===== src/rtl/iccm_uart_loader_if.sv =====
// ICCM write-port bundle driven by the UART boot loader.
//   o_address   : ICCM word address (holds between writes)
//   o_write     : one-cycle write strobe per word
//   o_data      : ICCM write data (holds the last written word)
//   o_core_hold : high while the core must stay in reset
//   o_done      : sticky, image fully loaded
//   o_error     : sticky, load aborted
// master = loader side, slave = ICCM / core side.
interface iccm_uart_loader_if #(
    parameter int AddrWidth = 10,
    parameter int DataWidth = 32
);
    logic [AddrWidth-1:0] o_address;
    logic                 o_write;
    logic [DataWidth-1:0] o_data;
    logic                 o_core_hold;
    logic                 o_done;
    logic                 o_error;

    modport master (
        output o_address, o_write, o_data, o_core_hold, o_done, o_error
    );

    modport slave (
        input o_address, o_write, o_data, o_core_hold, o_done, o_error
    );
endinterface


===== src/rtl/iccm_uart_loader.sv =====
// Boot-time ICCM loader: receives a program image over an 8N1 UART line,
// writes it word by word into the ICCM and keeps the core in reset until
// the whole image is in place.
// Image format: 4-byte little-endian word count N, then N words, each
// 4 bytes little-endian.
// Ports:
//   clock   : system clock, rising edge
//   reset_n : asynchronous active-low reset
//   rx      : UART serial input, idle high, asynchronous to clock
//   bus     : ICCM write port and status (iccm_uart_loader_if.master)
module iccm_uart_loader #(
    parameter int DataWidth  = 32,
    parameter int AddrWidth  = 10,
    parameter int ClksPerBit = 868
) (
    input  logic                   clock,
    input  logic                   reset_n,
    input  logic                   rx,
    iccm_uart_loader_if.master     bus
);

    localparam int Depth   = 1 << AddrWidth;
    localparam int IdxW    = AddrWidth + 1;
    localparam int CntW    = $clog2(ClksPerBit);
    localparam int HalfBit = ClksPerBit / 2;

    typedef enum logic [1:0] {
        RX_IDLE,
        RX_START,
        RX_DATA,
        RX_STOP
    } rx_state_t;

    typedef enum logic [2:0] {
        S_LEN,
        S_DATA,
        S_WRITE,
        S_DONE,
        S_ERR
    } state_t;

    logic           rx_meta;
    logic           rx_sync;
    logic           rx_prev;

    rx_state_t      rx_state;
    rx_state_t      rx_next;
    logic [CntW-1:0] clk_cnt;
    logic [2:0]     bit_idx;
    logic [7:0]     rx_shift;
    logic           half_done;
    logic           bit_done;
    logic           byte_valid;
    logic           frame_err;

    state_t         state;
    state_t         state_next;
    logic [1:0]     byte_cnt;
    logic [31:0]    shift_q;
    logic [31:0]    assembled;
    logic [IdxW-1:0] word_count;
    logic [IdxW-1:0] index;
    logic [DataWidth-1:0] data_q;
    logic           last_word;

    // rx_prev is a third stage used only to spot the falling start edge.
    always_ff @(posedge clock or negedge reset_n) begin
        if (!reset_n) begin
            rx_meta <= 1'b1;
            rx_sync <= 1'b1;
            rx_prev <= 1'b1;
        end else begin
            rx_meta <= rx;
            rx_sync <= rx_meta;
            rx_prev <= rx_sync;
        end
    end

    assign half_done = (clk_cnt == CntW'(HalfBit - 1));
    assign bit_done  = (clk_cnt == CntW'(ClksPerBit - 1));

    always_ff @(posedge clock or negedge reset_n) begin
        if (!reset_n) begin
            rx_state <= RX_IDLE;
        end else begin
            rx_state <= rx_next;
        end
    end

    // byte_valid / frame_err are single-cycle pulses at the stop-bit sample.
    always_comb begin
        rx_next    = rx_state;
        byte_valid = 1'b0;
        frame_err  = 1'b0;
        unique case (rx_state)
            RX_IDLE: begin
                if (rx_prev && !rx_sync) begin
                    rx_next = RX_START;
                end
            end
            RX_START: begin
                if (half_done) begin
                    rx_next = rx_sync ? RX_IDLE : RX_DATA;
                end
            end
            RX_DATA: begin
                if (bit_done && (bit_idx == 3'd7)) begin
                    rx_next = RX_STOP;
                end
            end
            RX_STOP: begin
                if (bit_done) begin
                    rx_next = RX_IDLE;
                    if (rx_sync) begin
                        byte_valid = 1'b1;
                    end else begin
                        frame_err = 1'b1;
                    end
                end
            end
            default: rx_next = RX_IDLE;
        endcase
    end

    // The counter restarts at the start-bit mid-sample, so every later
    // sample lands in the middle of its bit.
    always_ff @(posedge clock or negedge reset_n) begin
        if (!reset_n) begin
            clk_cnt  <= '0;
            bit_idx  <= '0;
            rx_shift <= '0;
        end else begin
            unique case (rx_state)
                RX_IDLE: begin
                    clk_cnt <= '0;
                    bit_idx <= '0;
                end
                RX_START: begin
                    clk_cnt <= half_done ? '0 : clk_cnt + 1'b1;
                end
                RX_DATA: begin
                    if (bit_done) begin
                        clk_cnt  <= '0;
                        bit_idx  <= bit_idx + 1'b1;
                        rx_shift <= {rx_sync, rx_shift[7:1]};
                    end else begin
                        clk_cnt <= clk_cnt + 1'b1;
                    end
                end
                RX_STOP: begin
                    clk_cnt <= bit_done ? '0 : clk_cnt + 1'b1;
                end
                default: clk_cnt <= '0;
            endcase
        end
    end

    // Newest byte enters at the top, so after four bytes the first one
    // sits in bits [7:0].
    assign assembled = {rx_shift, shift_q[31:8]};
    assign last_word = (index == word_count - IdxW'(1));

    always_ff @(posedge clock or negedge reset_n) begin
        if (!reset_n) begin
            state <= S_LEN;
        end else begin
            state <= state_next;
        end
    end

    always_comb begin
        state_next = state;
        unique case (state)
            S_LEN: begin
                if (frame_err) begin
                    state_next = S_ERR;
                end else if (byte_valid && (byte_cnt == 2'd3)) begin
                    if (assembled == 32'd0) begin
                        state_next = S_DONE;
                    end else if (assembled > 32'(Depth)) begin
                        state_next = S_ERR;
                    end else begin
                        state_next = S_DATA;
                    end
                end
            end
            S_DATA: begin
                if (frame_err) begin
                    state_next = S_ERR;
                end else if (byte_valid && (byte_cnt == 2'd3)) begin
                    state_next = S_WRITE;
                end
            end
            S_WRITE: begin
                if (frame_err) begin
                    state_next = S_ERR;
                end else begin
                    state_next = last_word ? S_DONE : S_DATA;
                end
            end
            S_DONE:  state_next = S_DONE;
            S_ERR:   state_next = S_ERR;
            default: state_next = S_ERR;
        endcase
    end

    // byte_cnt wraps modulo 4, so it is already 0 at every word boundary.
    always_ff @(posedge clock or negedge reset_n) begin
        if (!reset_n) begin
            byte_cnt   <= '0;
            shift_q    <= '0;
            word_count <= '0;
            index      <= '0;
            data_q     <= '0;
        end else begin
            if (byte_valid && ((state == S_LEN) || (state == S_DATA))) begin
                shift_q  <= assembled;
                byte_cnt <= byte_cnt + 1'b1;
            end
            if ((state == S_LEN) && (state_next == S_DATA)) begin
                word_count <= assembled[IdxW-1:0];
            end
            if ((state == S_DATA) && (state_next == S_WRITE)) begin
                data_q <= assembled;
            end
            if ((state == S_WRITE) && (state_next == S_DATA)) begin
                index <= index + 1'b1;
            end
        end
    end

    assign bus.o_address   = index[AddrWidth-1:0];
    assign bus.o_data      = data_q;
    assign bus.o_write     = (state == S_WRITE);
    assign bus.o_done      = (state == S_DONE);
    assign bus.o_core_hold = (state != S_DONE);
    assign bus.o_error     = (state == S_ERR);

endmodule

===== src/flat_wrapper.sv =====
// flat-port wrapper written by rule: the top's interface ports become plain ports
module iccm_uart_loader_flat 
#(
    parameter int DataWidth  = 32,
    parameter int AddrWidth  = 10,
    parameter int ClksPerBit = 868
)
  (clock, reset_n, rx, bus_o_address, bus_o_write, bus_o_data, bus_o_core_hold, bus_o_done, bus_o_error);
  iccm_uart_loader_if #(.AddrWidth(AddrWidth), .DataWidth(DataWidth)) bus_i ();
  input  logic clock;
  input  logic reset_n;
  input  logic rx;
  output wire logic [$bits(bus_i.o_address)-1:0] bus_o_address;
  output wire logic [$bits(bus_i.o_write)-1:0] bus_o_write;
  output wire logic [$bits(bus_i.o_data)-1:0] bus_o_data;
  output wire logic [$bits(bus_i.o_core_hold)-1:0] bus_o_core_hold;
  output wire logic [$bits(bus_i.o_done)-1:0] bus_o_done;
  output wire logic [$bits(bus_i.o_error)-1:0] bus_o_error;
  assign bus_o_address = bus_i.o_address;
  assign bus_o_write = bus_i.o_write;
  assign bus_o_data = bus_i.o_data;
  assign bus_o_core_hold = bus_i.o_core_hold;
  assign bus_o_done = bus_i.o_done;
  assign bus_o_error = bus_i.o_error;
  iccm_uart_loader #(.DataWidth(DataWidth), .AddrWidth(AddrWidth), .ClksPerBit(ClksPerBit)) u_core (.clock(clock), .reset_n(reset_n), .rx(rx), .bus(bus_i));
endmodule

===== config.mk =====
export PLATFORM = sky130hd
export DESIGN_NAME = iccm_uart_loader_flat
export DESIGN_NICKNAME = d
export VERILOG_FILES = /design/src/rtl/iccm_uart_loader_if.sv /design/src/rtl/iccm_uart_loader.sv /design/src/flat_wrapper.sv
export SDC_FILE = /design/constraint.sdc
export NUM_CORES = 1
export LEC_CHECK = 0
export CORE_MARGIN = 2
export CORE_UTILIZATION = 57
export DETAILED_ROUTE_END_ITERATION = 8
export PLACE_DENSITY = 0.8
export SLEW_MARGIN = 20
export SYNTH_ARGS = -nofsm -noshare
export SYNTH_HDL_FRONTEND = slang
export SYNTH_SLANG_ARGS = --single-unit

===== constraint.sdc =====
create_clock -name clock -period 4.45 [get_ports clock]
set_clock_uncertainty 0.2 [all_clocks]
set_input_delay 0.89 -clock clock [delete_from_list [all_inputs] [get_ports clock]]
set_output_delay 0.89 -clock clock [all_outputs]
set_load 0.005 [all_outputs]

# Word-level counts from Yosys, hierarchy flattened
# Cells that the tools add are included.
# classes
n_addsub,5
n_mul,0
n_div,0
magnitude_cmp,1
eq_ne,20
n_shift,0
mux,26
n_bitwise,0
reduce_logical,17
# op_table
cell,count
$gt 32x11->1 const B,1
$logic_not 32->1,1
$pmux 10 s3,1
$mux 3,8
$mux 10,2
$mux 2,6
$pmux 3 s4,1
$add 11x1->11 const B,1
$eq 11x11->1,1
$sub 11x1->11 const B,1
$add 10x1->10 const B,1
$eq 10x10->1 const B,1
$eq 10x9->1 const B,1
$ne 2x1->1 const B,5
$eq 3x2->1 const B,3
$pmux 2 s4,1
$logic_and 1x1->1,7
$eq 2x2->1 const B,3
$eq 3x1->1 const B,2
$eq 3x3->1 const B,2
$mux 1,6
$pmux 3 s2,1
$reduce_and 2->1,2
$reduce_and 4->1,1
10 further kinds,10
# word_totals
reg_bits,117
latch_bits,0
ram_bits,0
mem_bits_ro,0
inputBits,3
elab_cells,82
n_memories,0

# Depth between registers and ports, before layout
# logic_depth
word_depth,9
ltp_mapped,10
ltp_nobuf,9

# Worst setup path before layout
# No wires, ideal clock.
# synth_timing
path_type,flip-flop to flip-flop
start,register u_core.word_count[0]
end,register u_core.data_q[12] (netlist: u_core.bus.o_data[12])
setup_time_ns,0.125
t_arrival_ns,2.754
setup_slack_ns,1.371
stages_incl_launch_ff,11
path_buffers,1
synth_period_minus_slack_ns,3.079
cell_sequence,dfrtp_1 -> inv_1 -> ha_1 -> or4b_4 -> or3_1 -> a311o_1 -> nand3_2 -> nand4_2 -> a21oi_4 -> buf_6 -> mux2_4
# synth_between
elab_chain_cells,7
# synth_rtl
element,line_no,text
from (decl),iccm_uart_loader.sv:61,logic [IdxW-1:0] word_count;
from (signal assigned),iccm_uart_loader.sv:221,word_count <= assembled[IdxW-1:0];
$sub 11x1->11,iccm_uart_loader.sv:161,assign last_word = (index == word_count - IdxW'(1));
$eq 11x11->1,iccm_uart_loader.sv:161,
$mux 2,iccm_uart_loader.sv:198,state_next = last_word ? S_DONE : S_DATA;
$mux 3,iccm_uart_loader.sv:195,if (frame_err) begin
$pmux 3 s4,iccm_uart_loader.sv:173,unique case (state)
$eq 3x2->1,iccm_uart_loader.sv:223,if ((state == S_DATA) && (state_next == S_WRITE)) begin
$logic_and 1x1->1,iccm_uart_loader.sv:223,
to (signal assigned),iccm_uart_loader.sv:224,data_q <= assembled;
to (decl),iccm_uart_loader.sv:63,logic [DataWidth-1:0] data_q;
# Every way passes these cells.
# A chain may end at the register's enable or synchronous reset.

# Worst setup path in the final report
# layout_timing
start,register u_core.word_count[0]
end,register u_core.data_q[9] (netlist: u_core.bus.o_data[9])
# Same word-level chain as after synthesis.

==> impl_metrics.tcl <==
set metrics [dict create \
    status "finished clean" \
    track_usage 0.209 \
    die_x_um 98.6 \
    drv_cap 0 \
    p_seq_frac 0.598 \
    worst_pin_slew_ps 881 \
    synth_warnings 0 \
    cp_num_buf_inv 2 \
    cts_tree "built" \
    power_density_mw_per_mm2 300 \
    hold_buffers 0 \
    clk_latency_ps 380 \
    path_class "reg2reg" \
    initial_core_util 0.588 \
    ctsHtreeMaxLevel 3 \
    fin_cells 543 \
    die_h_um 98.6 \
    cpPeakStageDelay_ps 530 \
    layout-drive-gt1-share 0.253 \
    synthAdderAreaFrac 0.0172 \
    p_sw_w 0.000475 \
    drc 0 \
    clock_sinks 109 \
    cts_resized 0 \
    cp.required_ps 4510 \
    crit_chain "inv_1 -> ha_1 -> or4b_4 -> or3_1 -> a311o_1 -> nand3_2 -> nand4_2 -> a21oi_4 -> buf_4 -> mux2_2" \
    grt_pass1_vias 3130 \
    synth_ff_type "dfrtp_1" \
    crit_arrival_ps 3570 \
    grt_max_degree 60 \
    hold_depth 0 \
    peakVddDrop_uv 245 \
    core_area_mm2 0.00868 \
    p_leak_nw 2.73 \
    yosysTopAreaCell "dfrtp_1" \
    cts_made_buffers 9 \
    yosys.area_share.simple 0.121 \
    ios 49 \
    rows 34 \
    port_buffers 48 \
    worstHoldPathType "reg2reg" \
    area_delta_synth_final_pct 14.0 \
    syn-cell-area_mm2 0.00510 \
    rsz0062_at_grt "no" \
    max_clock_freq_ghz 0.285 \
    synth_top_area_share 0.520 \
    cp_max_fo 32 \
    pwr-share-clk 0.355 \
    syn-instance-count 389 \
    fin_crit_sh 0.789 \
    placedCellCount 527 \
    r2r_cells 10 \
    post_cts_buffers 0 \
    overflow 0 \
    clk_path_buf_depth 2 \
    clkTransAtPathRegs_ps 110 \
    post_drt_via_cell_ratio 5.71 \
    p_sw_frac 0.272 \
    firstDrtPassIters 4 \
    netlist_top_cells_area "dfrtp_1, mux2_2, mux2_4, xnor2_1, xor2_1" \
    routed_wl_mm 9.45 \
    grt_antenna_before_repair 0 \
    cp-start-kind "register" \
    intPower_w 0.00127 \
    cp-end-kind "register" \
    cpLargestDelayFamily "simple AND/OR/NAND/NOR gates" \
    syn_avg_cell_area_um2 13.1 \
    dieArea_mm2 0.00972 \
    yosys.cell_types.count 50 \
    postSynth.asyncResetShare 1.00 \
    synth-xor-area-share 0.0601 \
    final-hold-violation-count 0 \
    routedWlPerCell_um 17.4 \
    yosys-top-cells-count "dfrtp_1, mux2_2, mux2_4" \
    drt_iter0_drc 82 \
    synthMuxAreaShare 0.199 \
    grt_pass1_wl_mm 16.2 \
    gp_congestion 0.893 \
    worst_hold_slack_ps 176 \
    yosysMostFrequentCell "dfrtp_1" \
    synth_edf_count 0 \
    synth_compound_area_frac 0.0336 \
    clock-root-buffer "clkbuf_8" \
    crit_cells 10 \
    nets 440 \
    combinationalPowerShare 0.047 \
    syn_nets 399 \
    synth_top_family_by_area "multiplexers" \
    ys_seq_area_frac 0.536 \
    ys_ff_latch 109 \
    slew_headroom 0.412 \
    drv_slew 0 \
    fin_setup_tns_ps 0 \
    vias 3103 \
    dp_hpwl_mm 6.60 \
    period_needed_ps 3510 \
    finalSetupViolCount 0 \
    n_antenna_cell 0 \
    detail-route-antenna-nets 0 \
    cpMaxStageDelayCell "or4b_4" \
]
## state kept, by name (all words and copies together) (netlist names), 2 cells and up, named ones only
signal,count
u_core.word_count,11
u_core.shift_q,24
u_core.byte_cnt,2
u_core.bus.o_data,32
u_core.bit_idx,3
u_core.state,3
u_core.index,11
u_core.clk_cnt,10
u_core.rx_shift,8
## routing by layer
| metal | GRT usage | wire [um] | vias to the layer above | part of all wire |
|---|---|---|---|---|
| met5 | 0 | 0 | - | 0 |
| met4 | 0.0632 | 139 | 0 | 0.015 |
| met3 | 0.0426 | 246 | 12 | 0.026 |
| met2 | 0.321 | 4590 | 41 | 0.49 |
| met1 | 0.303 | 4470 | 1578 | 0.47 |
| li1 | - | - | 1472 | - |
## through the flow
stage	worst slack, ps	util	total power [W]	cell area (um2)
after detailed placement	939	0.645	0.00115	5590
final	939	0.670	0.00175	5810
after CTS	920	0.670	0.00177	5810
after global placement	972	0.645	0.00114	5590
after global routing	789	0.670	0.00182	5810
after floorplan	1370	-	0.00111	5100
## final cells by class
type                       count  area (um2)
clock buffer                   9         124
clock inverter                 7        93.8
fill                         647        2870
inverter                       6        22.5
multi-input combinational    252        2200
sequential                   109        2730
tap                          108         135
timing repair buffer          52         508
## kinds of logic after synthesis
kind of cell | count (synthesis)
AOI/OAI and AO/OA | 21
adders and majority gates | 7
DFF | 109
and+or+nand+nor | 109
xor gates and xnor gates | 35
buffers and inverters | 28
muxes | 80
## layout by cell type (no fill, tap or decap), types with 6 or more instances in the layout
master,count
clkbuf_8,9
clkdlybuf4s50_1,47
dfrtp_1,106
ha_1,7
inv_1,6
mux2_2,45
mux2_4,30
nand2_1,12
nand3_1,16
nand4_1,9
nor2_1,27
nor3_1,8
nor4_1,9
xnor2_1,22
xor2_1,13
## power groups by stage
stage / logic (W) / registers (W) / clock network [W]
floorplan: 0.0000723 / 0.00104 / 0
global placement: 0.0000832 / 0.00106 / 0
detailed placement: 0.0000853 / 0.00106 / 0
CTS: 0.0000855 / 0.00104 / 0.000640
global route: 0.0000964 / 0.00105 / 0.000679
finish: 0.0000823 / 0.00104 / 0.000620
## path summary, 6_finish.rpt
| kind | slack [ps] | end | start |
|---|---|---|---|
| worst min-delay path | 180 | u_core.rx_sync | u_core.rx_meta |
| worst max-delay path | 940 | u_core.bus.o_data[9] | u_core.word_count[0] |
| worst max register to register | 940 | u_core.bus.o_data[9] | u_core.word_count[0] |
| worst min register to register | 180 | u_core.rx_sync | u_core.rx_meta |
| max in group asynchronous | 2780 | u_core.shift_q[16] | reset_n |
| min in group asynchronous | 360 | async pin | reset_n |
## worst reg2reg max path, stage by stage (launching register included)
cell	delay (ps)
dfrtp_1	450
inv_1	100
ha_1	250
or4b_4	530
or3_1	320
a311o_1	330
nand3_2	100
nand4_2	100
a21oi_4	170
buf_4	450
mux2_2	410
Power figures use the tool's default switching activity.
